## src/rtl/booth_sequencer_if.sv

```systemverilog
// rtl/booth_sequencer_if.sv - start/operand/product handshake bundle for booth_sequencer
interface booth_sequencer_if #(
    parameter int REG_WIDTH = 8
) ();
    logic                     start;
    logic [REG_WIDTH-1:0]     multiplicand;
    logic [REG_WIDTH-1:0]     multiplier;
    logic                     busy;
    logic                     done;
    logic [2*REG_WIDTH-1:0]   product;

    modport master (
        output start, multiplicand, multiplier,
        input  busy, done, product
    );

    modport slave (
        input  start, multiplicand, multiplier,
        output busy, done, product
    );
endinterface

```

## src/rtl/booth_sequencer.sv

```systemverilog
// rtl/booth_sequencer.sv - radix-2 Booth signed multiplier sequencer
// Optional macro BOOTH_SKIP_EN: 00/11 Booth pairs shift inside EVAL instead of visiting SHIFT.
module booth_sequencer #(
    parameter int REG_WIDTH = 8
) (
    input  logic                     clk,
    input  logic                     rst,
    booth_sequencer_if.slave         bus
);
    localparam int W  = REG_WIDTH;
    localparam int CW = $clog2(REG_WIDTH) + 1;

    typedef enum logic [1:0] {S_IDLE, S_EVAL, S_SHIFT, S_DONE} state_e;

    state_e           state_q, state_d;
    logic [W:0]       a_q, a_d;
    logic [W:0]       mx_q, mx_d;
    logic [W-1:0]     q_q, q_d;
    logic             q1_q, q1_d;
    logic [CW-1:0]    cnt_q, cnt_d;
    logic [2*W-1:0]   product_q, product_d;

    logic [W:0]       sh_a;
    logic [W-1:0]     sh_q;
    logic [2*W-1:0]   sh_prod;
    logic             last_step;

    // Arithmetic right shift of {A,Q,q_1}; the product is the low 2W bits of the shifted {A,Q}.
    assign sh_a      = {a_q[W], a_q[W:1]};
    assign sh_q      = {a_q[0], q_q[W-1:1]};
    assign sh_prod   = {a_q, q_q[W-1:1]};
    assign last_step = (cnt_q == CW'(1));

    always_comb begin
        state_d   = state_q;
        a_d       = a_q;
        mx_d      = mx_q;
        q_d       = q_q;
        q1_d      = q1_q;
        cnt_d     = cnt_q;
        product_d = product_q;
        case (state_q)
            S_IDLE: begin
                if (bus.start) begin
                    a_d     = '0;
                    mx_d    = {bus.multiplicand[W-1], bus.multiplicand};
                    q_d     = bus.multiplier;
                    q1_d    = 1'b0;
                    cnt_d   = CW'(W);
                    state_d = S_EVAL;
                end
            end
            S_EVAL: begin
                case ({q_q[0], q1_q})
                    2'b01: begin
                        a_d     = a_q + mx_q;
                        state_d = S_SHIFT;
                    end
                    2'b10: begin
                        a_d     = a_q - mx_q;
                        state_d = S_SHIFT;
                    end
                    default: begin
`ifdef BOOTH_SKIP_EN
                        a_d   = sh_a;
                        q_d   = sh_q;
                        q1_d  = q_q[0];
                        cnt_d = cnt_q - CW'(1);
                        if (last_step) begin
                            product_d = sh_prod;
                            state_d   = S_DONE;
                        end
`else
                        state_d = S_SHIFT;
`endif
                    end
                endcase
            end
            S_SHIFT: begin
                a_d   = sh_a;
                q_d   = sh_q;
                q1_d  = q_q[0];
                cnt_d = cnt_q - CW'(1);
                if (last_step) begin
                    product_d = sh_prod;
                    state_d   = S_DONE;
                end else begin
                    state_d = S_EVAL;
                end
            end
            default: state_d = S_IDLE;
        endcase
    end

    always_ff @(posedge clk) begin
        if (rst) begin
            state_q   <= S_IDLE;
            a_q       <= '0;
            mx_q      <= '0;
            q_q       <= '0;
            q1_q      <= 1'b0;
            cnt_q     <= '0;
            product_q <= '0;
        end else begin
            state_q   <= state_d;
            a_q       <= a_d;
            mx_q      <= mx_d;
            q_q       <= q_d;
            q1_q      <= q1_d;
            cnt_q     <= cnt_d;
            product_q <= product_d;
        end
    end

    assign bus.busy    = (state_q == S_EVAL) || (state_q == S_SHIFT);
    assign bus.done    = (state_q == S_DONE);
    assign bus.product = product_q;
endmodule

```

## src/flat_wrapper.sv

```systemverilog
// flat-port wrapper written by rule: the top's interface ports become plain ports
module booth_sequencer_flat 
#(
    parameter int REG_WIDTH = 8
)
  (clk, rst, bus_start, bus_multiplicand, bus_multiplier, bus_busy, bus_done, bus_product);
  booth_sequencer_if #(.REG_WIDTH(REG_WIDTH)) bus_i ();
  input  logic clk;
  input  logic rst;
  input wire logic [$bits(bus_i.start)-1:0] bus_start;
  input wire logic [$bits(bus_i.multiplicand)-1:0] bus_multiplicand;
  input wire logic [$bits(bus_i.multiplier)-1:0] bus_multiplier;
  output wire logic [$bits(bus_i.busy)-1:0] bus_busy;
  output wire logic [$bits(bus_i.done)-1:0] bus_done;
  output wire logic [$bits(bus_i.product)-1:0] bus_product;
  assign bus_i.start = bus_start;
  assign bus_i.multiplicand = bus_multiplicand;
  assign bus_i.multiplier = bus_multiplier;
  assign bus_busy = bus_i.busy;
  assign bus_done = bus_i.done;
  assign bus_product = bus_i.product;
  booth_sequencer #(.REG_WIDTH(REG_WIDTH)) u_core (.clk(clk), .rst(rst), .bus(bus_i));
endmodule
```

## config.mk

```make
export PLATFORM = sky130hd
export DESIGN_NAME = booth_sequencer_flat
export DESIGN_NICKNAME = d
export VERILOG_FILES = /design/src/rtl/booth_sequencer_if.sv /design/src/rtl/booth_sequencer.sv /design/src/flat_wrapper.sv
export SDC_FILE = /design/constraint.sdc
export NUM_CORES = 1
export LEC_CHECK = 0
export CORE_ASPECT_RATIO = 1.1
export CORE_MARGIN = 2
export CORE_UTILIZATION = 58
export DETAILED_ROUTE_END_ITERATION = 6
export PLACE_DENSITY = 0.86
export SLEW_MARGIN = 0
export SYNTH_ARGS = -nofsm -noshare
export SYNTH_HDL_FRONTEND = slang
export SYNTH_SLANG_ARGS = --single-unit
```

## constraint.sdc

```tcl
create_clock -name clk -period 4.3 [get_ports clk]
set_input_delay 0.645 -clock clk [delete_from_list [all_inputs] [get_ports clk]]
set_output_delay 0.645 -clock clk [all_outputs]
set_load 0.005 [all_outputs]
```

==> insert_results.sql, run 1 <==
INSERT INTO impl_metrics (metric_group, metric, value, unit) VALUES
('layout', 'antenna_cells_inserted', '0', ''),
('yosys', 'synth_area_per_cell', '8.031', 'um2'),
('yosys', 'synth_xor_area_share', '3.430', '%'),
('sta', 'setup_violations', '0', ''),
('layout', 'drive_above_1_share', '4.611', '%'),
('routing', 'drt_pass1_iterations', '4', ''),
('sta', 'final.hold.worst_slack', '458.4', 'ps'),
('layout', 'nNetsFinal', '381', ''),
('power', 'power.density', '423.3', 'nW/um2'),
('yosys', 'synthSimpleGateAreaFrac', '23.52', '%'),
('status', 'outcome', 'completed', ''),
('critical_path', 'r2r_start', 'u_core.q1_q$_SDFFE_PP0P_', ''),
('placement', 'dp_hpwl', '4.042', 'mm'),
('sta', 'setup_tns', '0', 'ps'),
('sta', 'min_period', '3026', 'ps'),
('sta', 'max_freq', '0.3305', 'GHz'),
('grt', 'grt_start_max_net_pins', '27', ''),
('clocking', 'post-cts-setup-buffers', '0', ''),
('critical_path', 'timing.setup.critical_path_class', 'reg -> reg', ''),
('yosys', 'yosys-top-cells-area', 'dfxtp_1, nand2_1, a21oi_1', ''),
('sta', 'timing.clock.skew', '7.877', 'ps'),
('critical_path', 'startpoint_type', 'flop', ''),
('yosys', 'ys_warn_count', '0', ''),
('critical_path', 'reg2reg_depth', '9', ''),
('die', 'die_width', '67.27', 'um'),
('clocking', 'cts_resized', '0', ''),
('critical_path', 'timing.critical_path.fanout_max', '10', ''),
('layout', 'leading_cell_type_in_the_layout_fill_and_taps_excluded', 'nand2_1', ''),
('layout', 'synthToLayoutAreaGrowth', '19.94', '%'),
('grt', 'wire_length_of_the_first_global_routing_pass', '9.535', 'mm'),
('clocking', 'maximum_level_of_the_cts_h_tree', '2', ''),
('layout', 'final_util', '72.00', '%'),
('yosys', 'yosys.area.top_type_share', '37.63', '%'),
('run', 'number_of_maximum_capacitance_constraint_violations', '0', ''),
('placement', 'portBuffers', '36', ''),
('hold_path', 'startpoint_of_the_tightest_hold_check_path', 'u_core.bus.product[5]$_SDFFE_PP0P_', ''),
('sta', 'maxSlewHeadroom', '44.06', '%'),
('die', 'floorplan.die_area', '4950', 'um2'),
('yosys', 'distinct_cell_type_count_of_the_synthesized_netlist', '45', ''),
('sta', 'final_min_period_over_clock_period', '70.37', '%'),
('clocking', 'clkLatencyLatePin', '300', 'ps'),
('critical_path', 'end_kind', 'flop', ''),
('clocking', 'cts-buffers-inserted', '5', ''),
('yosys', 'synth_cells', '318', ''),
('critical_path', 'r2r_setup_slack', '1270', 'ps'),
('hold_path', 'whs_path_depth', '2', ''),
('critical_path', 'cpMaxStageDelayCell', 'or4_1', ''),
('yosys', 'synth-compound-area-share', '18.57', '%'),
('die', 'io_pins', '37', ''),
('critical_path', 'sequence_of_cells_on_the_critical_path', 'and2b_1, mux2i_1, fa_1, a21o_1, a221oi_1, o21ai_1, xnor2_1, or4_1, a31oi_1', ''),
('routing', 'drc', '0', ''),
('placement', 'gp_congestion', '0.9654', ''),
('yosys', 'syn-num-nets', '353', ''),
('power', 'leakage', '1.083', 'nW'),
('routing', 'wire_per_inst', '14.21', 'um'),
('yosys', 'mappedNetlistArea', '2554', 'um2'),
('die', 'core_area', '4254', 'um2'),
('sta', 'rsz0062_at_grt', 'false', ''),
('layout', 'final_area', '3063', 'um2'),
('critical_path', 'cpPeakStageDelay', '470', 'ps'),
('clocking', 'clkSinkCount', '48', ''),
('die', 'die_height', '73.60', 'um'),
('power', 'finalPower', '0.001296', 'W'),
('routing', 'vias_per_cell', '5.711', ''),
('yosys', 'synth.largest_area_cell', 'dfxtp_1', ''),
('grt', 'grt_pass1_vias', '2168', ''),
('grt', 'track_usage', '25.01', '%'),
('yosys', 'synth_top_family_by_area', 'simple AND/OR/NAND/NOR gates', ''),
('routing', 'routed_antenna_nets', '0', ''),
('grt', 'initial_antenna_violation_count', '0', ''),
('yosys', 'synth_adder_area_share', '8.133', '%');
## worst max-delay path, delay by kind of cell, from the launching register on
kind,cells,cell delay [ps]
compound gates,4,970
simple gates,2,860
fa+ha+maj,1,460
flops,1,320
mux,1,190
xor+xnor,1,160
## routing by layer
metal  track usage (%)  part of all wire [%]
met1             30.60                    44
met2             43.89                    50
met3             4.900                   4.1
met4             7.710                   1.5
met5                 0                     0
## state kept, by name (all words and copies together), names as in the netlist
name	flops
u_core.a_q	9
u_core.bus.product	16
u_core.cnt_q	4
u_core.mx_q	8
u_core.q1_q	1
u_core.q_q	8
u_core.state_q	2
## metrics by stage
| step | worst slack, ps | std cells |
|---|---|---|
| after floorplan | 1597 | 318 |
| after global placement | 1405 | 393 |
| after detailed placement | 1338 | 393 |
| after CTS | 1286 | 401 |
| after global routing | 1043 | 401 |
| final | 1274 | 401 |
## where the power goes
part	internal, W	switching [W]	leakage [nW]
clock network	0.000234	0.000157	0.0687
logic	0.000175	0.000223	0.624
registers	0.000475	0.0000321	0.391
total	0.000884	0.000412	1.08
## synthesized netlist by cell type (8+ instances only)
master,n
dfxtp_1,48
a21oi_1,38
clkbuf_1,15
nor2_1,28
nand3_1,14
mux2i_1,11
xnor2_1,10
a211oi_1,10
o21ai_0,8
ha_1,15
nand2_1,58
inv_1,10
## area by class of cell
class | instances | area (um2)
fill | 366 | 1191
multi-input combinational | 242 | 1480
inverter | 11 | 41.29
clock inverter | 3 | 68.82
timing repair buffer | 38 | 375.4
tap | 54 | 67.56
sequential | 48 | 960.9
clock buffer | 5 | 68.82
## kinds of logic after synthesis
| logic type | count (synthesis) |
|---|---|
| mux | 11 |
| buf+inv | 28 |
| xor+xnor | 10 |
| flops | 48 |
| fa+ha+maj | 16 |
| simple gates | 128 |
| compound gates | 77 |
## worst max-delay path by stage
stage / from / endpoint / cells past startpoint
after detailed placement: u_core.q1_q$_SDFFE_PP0P_ / u_core.a_q[8]$_SDFFE_PP0P_ / 9
after CTS: u_core.q1_q$_SDFFE_PP0P_ / u_core.a_q[8]$_SDFFE_PP0P_ / 9
after floorplan: u_core.mx_q[0]$_SDFFE_PP0P_ / u_core.a_q[8]$_SDFFE_PP0P_ / 11
after global placement: u_core.q1_q$_SDFFE_PP0P_ / u_core.a_q[8]$_SDFFE_PP0P_ / 9
after global routing: u_core.q_q[0]$_SDFFE_PP0P_ / u_core.a_q[8]$_SDFFE_PP0P_ / 9
final: u_core.q1_q$_SDFFE_PP0P_ / u_core.a_q[8]$_SDFFE_PP0P_ / 9
Power figures use the tool's default switching activity.
==> run 2: changes to the inputs <==
--- a/config.mk
+++ b/config.mk
@@ -7,9 +7,9 @@
 export LEC_CHECK = 0
 export CORE_ASPECT_RATIO = 1.1
 export CORE_MARGIN = 2
-export CORE_UTILIZATION = 58
+export CORE_UTILIZATION = 54
 export DETAILED_ROUTE_END_ITERATION = 6
-export PLACE_DENSITY = 0.86
+export PLACE_DENSITY = 0.81
 export SLEW_MARGIN = 0
 export SYNTH_ARGS = -nofsm -noshare
 export SYNTH_HDL_FRONTEND = slang
==> constraint.sdc (replaced) <==
create_clock -name clk -period 2.9 [get_ports clk]
set_input_delay 0.435 -clock clk [delete_from_list [all_inputs] [get_ports clk]]
set_output_delay 0.435 -clock clk [all_outputs]
set_load 0.005 [all_outputs]
==> run 2 against run 1 <==
  * Clock skew shrank 3.1 ps
  * Highest routed layer unchanged
  * Count of clock-buffer cells in the layout is the same
  * Die area grew 7.0%
  * Routed wire length shrank 1.4%
  * Register-to-register slack lost 1100 ps
  * Critical path depth grew 1
==> insert_results.sql, run 2 (synthesis gave the netlist of run 1 again) <==
INSERT INTO impl_metrics (metric_group, metric, value, unit) VALUES
('clocking', 'cts_tree', 'done', ''),
('critical_path', 'reg2reg_depth', '10', ''),
('critical_path', 'timing.critical_path.fanout_max', '4', ''),
('power', 'power.net_switching', '0.0006276', 'W'),
('clocking', 'clkLatencyLatePin', '310', 'ps'),
('layout', 'final_cells', '414', ''),
('layout', 'antenna_cells_inserted', '0', ''),
('clocking', 'clk_pin_slew_worst_paths', '90', 'ps'),
('placement', 'placed_cells_incl_taps', '406', ''),
('routing', 'drc', '0', ''),
('power', 'comb_power_share', '33.7', '%'),
('clocking', 'postCtsHoldBufs', '0', ''),
('run', 'number_of_maximum_capacitance_constraint_violations', '0', ''),
('clocking', 'post-cts-setup-buffers', '0', ''),
('die', 'cell_rows', '26', ''),
('sta', 'rsz0062_at_grt', 'false', ''),
('critical_path', 'cpPeakStageDelay', '470', 'ps'),
('critical_path', 'crit_family', 'compound AO/OA/AOI/OAI gates', ''),
('clocking', 'cts.root.buffer_cell', 'clkbuf_8', ''),
('critical_path', 'startpoint_type', 'flop', ''),
('power', 'seqPwrFrac', '39.8', '%'),
('power', 'ir_worst_vdd', '0.3375', 'mV'),
('critical_path', 'cpMaxStageDelayCell', 'or4_1', ''),
('die', 'core_area', '4587', 'um2'),
('grt', 'grt_start_max_net_pins', '25', ''),
('grt', 'grt_pass1_vias', '2125', ''),
('sta', 'slew_viol_final', '0', ''),
('clocking', 'maximum_level_of_the_cts_h_tree', '2', ''),
('placement', 'portBuffers', '36', ''),
('critical_path', 'sequence_of_cells_on_the_critical_path', 'inv_1, ha_2, mux2i_1, fa_2, a21o_1, a221oi_2, o21ai_1, xnor2_1, or4_1, a31oi_1', ''),
('die', 'die_width', '69.57', 'um'),
('layout', 'n_fill_cell', '396', ''),
('layout', 'synthToLayoutAreaGrowth', '23.08', '%'),
('sta', 'setup_tns', '0', 'ps'),
('layout', 'nNetsFinal', '392', ''),
('layout', 'leading_cell_type_in_the_layout_fill_and_taps_excluded', 'nand2_1', ''),
('placement', 'gp_congestion', '0.9012', ''),
('die', 'die_height', '76.13', 'um'),
('critical_path', 'cp.depth', '10', ''),
('clocking', 'max-clock-path-buffers', '2', ''),
('layout', 'largest_register_ff_count', '16', ''),
('routing', 'first_iter_violations', '128', ''),
('clocking', 'cts_resized', '0', ''),
('critical_path', 'end_kind', 'flop', ''),
('power', 'power.density', '599.9', 'nW/um2'),
('sta', 'min_period', '2759', 'ps'),
('hold_path', 'hold_path_class', 'reg -> reg', ''),
('routing', 'routed_antenna_nets', '0', ''),
('placement', 'dp_hpwl', '4.001', 'mm'),
('layout', 'drive_above_1_share', '9.218', '%'),
('clocking', 'cts-buffers-inserted', '5', ''),
('sta', 'max_slew.worst_pin.slew', '560.6', 'ps'),
('sta', 'timing_hold_violations_final', '0', ''),
('power', 'cell_internal_pwr', '0.001258', 'W'),
('critical_path', 'critPathArrivalTime', '3000', 'ps'),
('hold_path', 'whs_path_depth', '2', ''),
('die', 'floorplan.die_area', '5296', 'um2'),
('sta', 'timing.clock.skew', '4.797', 'ps'),
('critical_path', 'worst_ep_required_time', '3150', 'ps'),
('routing', 'num_vias', '2316', ''),
('routing', 'routed_wirelength', '5.617', 'mm'),
('grt', 'track_usage', '21.75', '%'),
('grt', 'grt.overflow.total', '0', ''),
('power', 'leakage', '1.122', 'nW'),
('grt', 'wire_length_of_the_first_global_routing_pass', '9.501', 'mm'),
('critical_path', 'worst-path-buf-inv', '1', ''),
('grt', 'initial_antenna_violation_count', '0', ''),
('sta', 'maxSlewHeadroom', '62.62', '%'),
('sta', 'max_freq', '0.3624', 'GHz'),
('power', 'power.share.clock', '26.5', '%'),
('layout', 'final_cell_mix', 'nand2_1, dfxtp_1, a21oi_1', ''),
('sta', 'setup_violations', '0', ''),
('status', 'outcome', 'completed', ''),
('routing', 'wire_per_inst', '13.57', 'um'),
('routing', 'vias_per_cell', '5.594', ''),
('routing', 'drt_pass1_iterations', '5', ''),
('clocking', 'clkSinkCount', '48', ''),
('power', 'power.switching_fraction', '33.29', '%'),
('critical_path', 'timing.setup.critical_path_class', 'reg -> reg', ''),
('sta', 'final_min_period_over_clock_period', '95.14', '%'),
('die', 'initial_utilization', '55.67', '%'),
('die', 'io_pins', '37', '');
run 2: changes by cell type in the layout (fill, tap and decap cells not counted), sizes merged:
cell | before | now
clkinvlp | 0 | 1
bufinv | 2 | 1
buf | 2 | 13
run 2: tightest hold or removal path: stages (launching register included):
cell     delay (ps)
dfxtp_1         320
nand2_1          50
a21oi_1          50
run 2: final cells by class:
cell class | count | area, um2 | area share, %
multi-input combinational | 242 | 1496 | 47.61
sequential | 48 | 962.2 | 30.61
inverter | 11 | 41.29 | 1.314
clock buffer | 5 | 68.82 | 2.189
tap | 56 | 70.07 | 2.229
timing repair buffer | 49 | 457.9 | 14.57
clock inverter | 3 | 46.29 | 1.473
run 2: final timing paths:
kind                                            from                                  to  slack, ps
hold reg to reg   u_core.bus.product[6]$_SDFFE_PP0P_  u_core.bus.product[6]$_SDFFE_PP0P_        460
setup reg to reg         u_core.mx_q[1]$_SDFFE_PP0P_          u_core.a_q[8]$_SDFFE_PP0P_        140
hold / removal    u_core.bus.product[6]$_SDFFE_PP0P_  u_core.bus.product[6]$_SDFFE_PP0P_        460
setup / recovery         u_core.mx_q[1]$_SDFFE_PP0P_          u_core.a_q[8]$_SDFFE_PP0P_        140
run 2: power groups by stage:
stage,clock network [W],registers (W),logic [W]
after floorplan,0,0.000755,0.000455
after global placement,0,0.000762,0.000597
after detailed placement,0,0.000765,0.000613
after CTS,0.000512,0.000750,0.000622
after global routing,0.000538,0.000758,0.000703
final,0.000500,0.000751,0.000635
run 2: metal layers:
metal	vias to the layer above	global-route usage [%]	share of wire, %
met2	65	37.21	49
met1	1046	26.11	44
met3	13	5.026	4.9
li1	1192	-	-
met4	0	9.020	1.9
met5	-	0	0
run 2: metrics by stage:
stage,setup WS (ps),cell area (um2),power [W],utilization (%),hold WS [ps]
2_1_floorplan,197.3,2554,0.001210,-,444.9
3_3_place_gp,139.8,3010,0.001359,65.63,441.7
3_5_place_dp,24.32,3010,0.001378,65.63,448.1
4_1_cts,5.014,3126,0.001884,68.14,460.8
5_1_grt,32.16,3143,0.001999,68.52,482.7
6_report,140.9,3143,0.001885,68.52,458.0
==> run 3: changes to the inputs <==
--- a/config.mk
+++ b/config.mk
@@ -10,7 +10,8 @@
 export CORE_UTILIZATION = 54
 export DETAILED_ROUTE_END_ITERATION = 6
 export PLACE_DENSITY = 0.81
-export SLEW_MARGIN = 0
+export SETUP_SLACK_MARGIN = 0.05
+export SLEW_MARGIN = 40
 export SYNTH_ARGS = -nofsm -noshare
 export SYNTH_HDL_FRONTEND = slang
 export SYNTH_SLANG_ARGS = --single-unit
==> run 3 against run 2 <==
  * Non-clock buffer count did not move
  * Power barely moved
  * Worst hold slack did not move
  * Flip-flop and latch count did not move
  * Cell area did not move
  * Cell count did not move
  * Routed wire length barely moved
  * Via count did not move
  * Global-route usage barely moved
  * Largest power group unchanged
==> insert_results.sql, run 3 (synthesis gave the netlist of run 1 again) <==
INSERT INTO impl_metrics (metric_group, metric, value, unit) VALUES
('placement', 'dp_hpwl', '4.001', 'mm'),
('grt', 'grt_start_max_net_pins', '25', ''),
('layout', 'final_util', '68.52', '%'),
('placement', 'gp_congestion', '0.9012', ''),
('clocking', 'clk_pin_slew_worst_paths', '90', 'ps'),
('power', 'ir_worst_vdd', '0.3375', 'mV'),
('die', 'cell_rows', '26', ''),
('critical_path', 'startpoint_type', 'flop', ''),
('layout', 'drive_above_1_share', '9.218', '%'),
('critical_path', 'end_kind', 'flop', ''),
('sta', 'timing_hold_violations_final', '0', ''),
('power', 'finalPower', '0.001885', 'W'),
('critical_path', 'timing.critical_path.fanout_max', '4', ''),
('critical_path', 'reg2reg_depth', '10', ''),
('clocking', 'cts_tree', 'done', ''),
('routing', 'drt_pass1_iterations', '5', ''),
('die', 'core_area', '4587', 'um2'),
('die', 'die_width', '69.57', 'um'),
('routing', 'routed_wirelength', '5.615', 'mm'),
('sta', 'max_freq', '0.3654', 'GHz'),
('run', 'number_of_maximum_capacitance_constraint_violations', '0', ''),
('grt', 'track_usage', '21.78', '%'),
('layout', 'final_cells', '414', ''),
('sta', 'setup_tns', '0', 'ps'),
('routing', 'num_vias', '2316', ''),
('layout', 'multi_input_area', '1496', 'um2'),
('sta', 'maxSlewHeadroom', '62.62', '%'),
('placement', 'placed_cells_incl_taps', '406', ''),
('layout', 'largest_register_ff_count', '16', ''),
('grt', 'initial_antenna_violation_count', '0', ''),
('clocking', 'max-clock-path-buffers', '2', ''),
('power', 'leakage', '1.122', 'nW'),
('hold_path', 'hold_path_class', 'reg -> reg', ''),
('sta', 'slew_viol_final', '0', ''),
('layout', 'sequential_cell_area', '962.2', 'um2'),
('clocking', 'maximum_level_of_the_cts_h_tree', '2', ''),
('critical_path', 'worst_ep_required_time', '3150', 'ps'),
('sta', 'final_min_period_over_clock_period', '94.37', '%'),
('status', 'outcome', 'completed', ''),
('sta', 'max_slew.worst_pin.slew', '560.6', 'ps'),
('routing', 'wire_per_inst', '13.56', 'um'),
('clocking', 'clkLatencyLatePin', '310', 'ps'),
('grt', 'grt.overflow.total', '0', ''),
('layout', 'leading_cell_type_in_the_layout_fill_and_taps_excluded', 'nand2_1', ''),
('grt', 'grt_pass1_vias', '2125', ''),
('sta', 'timing.clock.skew', '4.797', 'ps'),
('routing', 'vias_per_cell', '5.594', ''),
('hold_path', 'whs_path_depth', '2', ''),
('die', 'initial_utilization', '55.67', '%'),
('layout', 'nNetsFinal', '392', ''),
('sta', 'min_period', '2737', 'ps'),
('layout', 'n_fill_cell', '396', ''),
('die', 'floorplan.die_area', '5296', 'um2'),
('sta', 'rsz0062_at_grt', 'false', ''),
('routing', 'first_iter_violations', '128', ''),
('critical_path', 'timing.setup.critical_path_class', 'reg -> reg', ''),
('clocking', 'cts.root.buffer_cell', 'clkbuf_8', ''),
('routing', 'routed_antenna_nets', '0', ''),
('routing', 'drc', '0', ''),
('sta', 'setup_violations', '0', ''),
('placement', 'portBuffers', '36', ''),
('die', 'io_pins', '37', ''),
('grt', 'wire_length_of_the_first_global_routing_pass', '9.515', 'mm'),
('clocking', 'clkSinkCount', '48', ''),
('layout', 'synthToLayoutAreaGrowth', '23.08', '%'),
('power', 'power.density', '599.8', 'nW/um2'),
('layout', 'antenna_cells_inserted', '0', ''),
('critical_path', 'critPathArrivalTime', '2980', 'ps'),
('die', 'die_height', '76.13', 'um'),
('clocking', 'cts-buffers-inserted', '5', ''),
('layout', 'final_cell_mix', 'nand2_1, dfxtp_1, a21oi_1', '');
[run 3: cell counts in the layout (fill, tap and decap cells not counted)]
Identical to the previous run, type by type.
[run 3: layout make-up]
cell class              count  share of cell area, %
repair buffers             49                  14.57
inverters                  11                  1.314
flip-flops and latches     48                  30.61
clock buffers               5                  2.189
well taps                  56                  2.229
clock inverters             3                  1.473
multi-input cells         242                  47.61
[run 3: path summary, 6_finish.rpt]
kind	slack, ps	end	from
worst min register to register	460	u_core.bus.product[6]$_SDFFE_PP0P_	u_core.bus.product[6]$_SDFFE_PP0P_
worst max register to register	160	u_core.a_q[8]$_SDFFE_PP0P_	u_core.mx_q[1]$_SDFFE_PP0P_
worst max-delay path	160	u_core.a_q[8]$_SDFFE_PP0P_	u_core.mx_q[1]$_SDFFE_PP0P_
worst min-delay path	460	u_core.bus.product[6]$_SDFFE_PP0P_	u_core.bus.product[6]$_SDFFE_PP0P_
[run 3: critical path, cell delays in order, from the launching register on]
cell and delay [ps]:
dfxtp_2 360, inv_1 70, ha_2 310, mux2i_1 120, fa_2 400, a21o_1 220
a221oi_2 290, o21ai_1 110, xnor2_1 140, or4_1 470, a31oi_1 160
[run 3: timing repair]
action | in CTS | in global routing
setup buffers | 0 | 0
hold endpoints to repair | 0 | 0
pin swaps | 0 | 2
hold buffers | 0 | 0
cloned | 0 | 0
resized for setup | 1 | 5
endpoints found under the setup margin | 1 | 1
[run 3: layer usage]
metal	track usage, %	part of all wire (%)	up-vias
li1	-	-	1192
met1	26.19	44	1046
met2	37.21	49	65
met3	5.026	4.9	13
met4	9.020	1.9	0
met5	0	0	-
[run 3: metrics by stage]
step / hold slack (ps) / instance area, um2 / worst slack (ps)
final: 458.0 / 3143 / 163.1
after global routing: 482.7 / 3143 / 52.28
after CTS: 460.8 / 3132 / 80.03
after detailed placement: 448.1 / 3010 / 24.32
after global placement: 441.7 / 3010 / 139.8
after floorplan: 444.9 / 2554 / 197.3
[run 3: report_power, final]
part           internal [W]  total (W)  switching [W]  leakage, nW
clock              0.000260   0.000500       0.000240       0.0548
combinational      0.000294   0.000635       0.000341        0.676
sequential         0.000704   0.000751      0.0000462        0.391
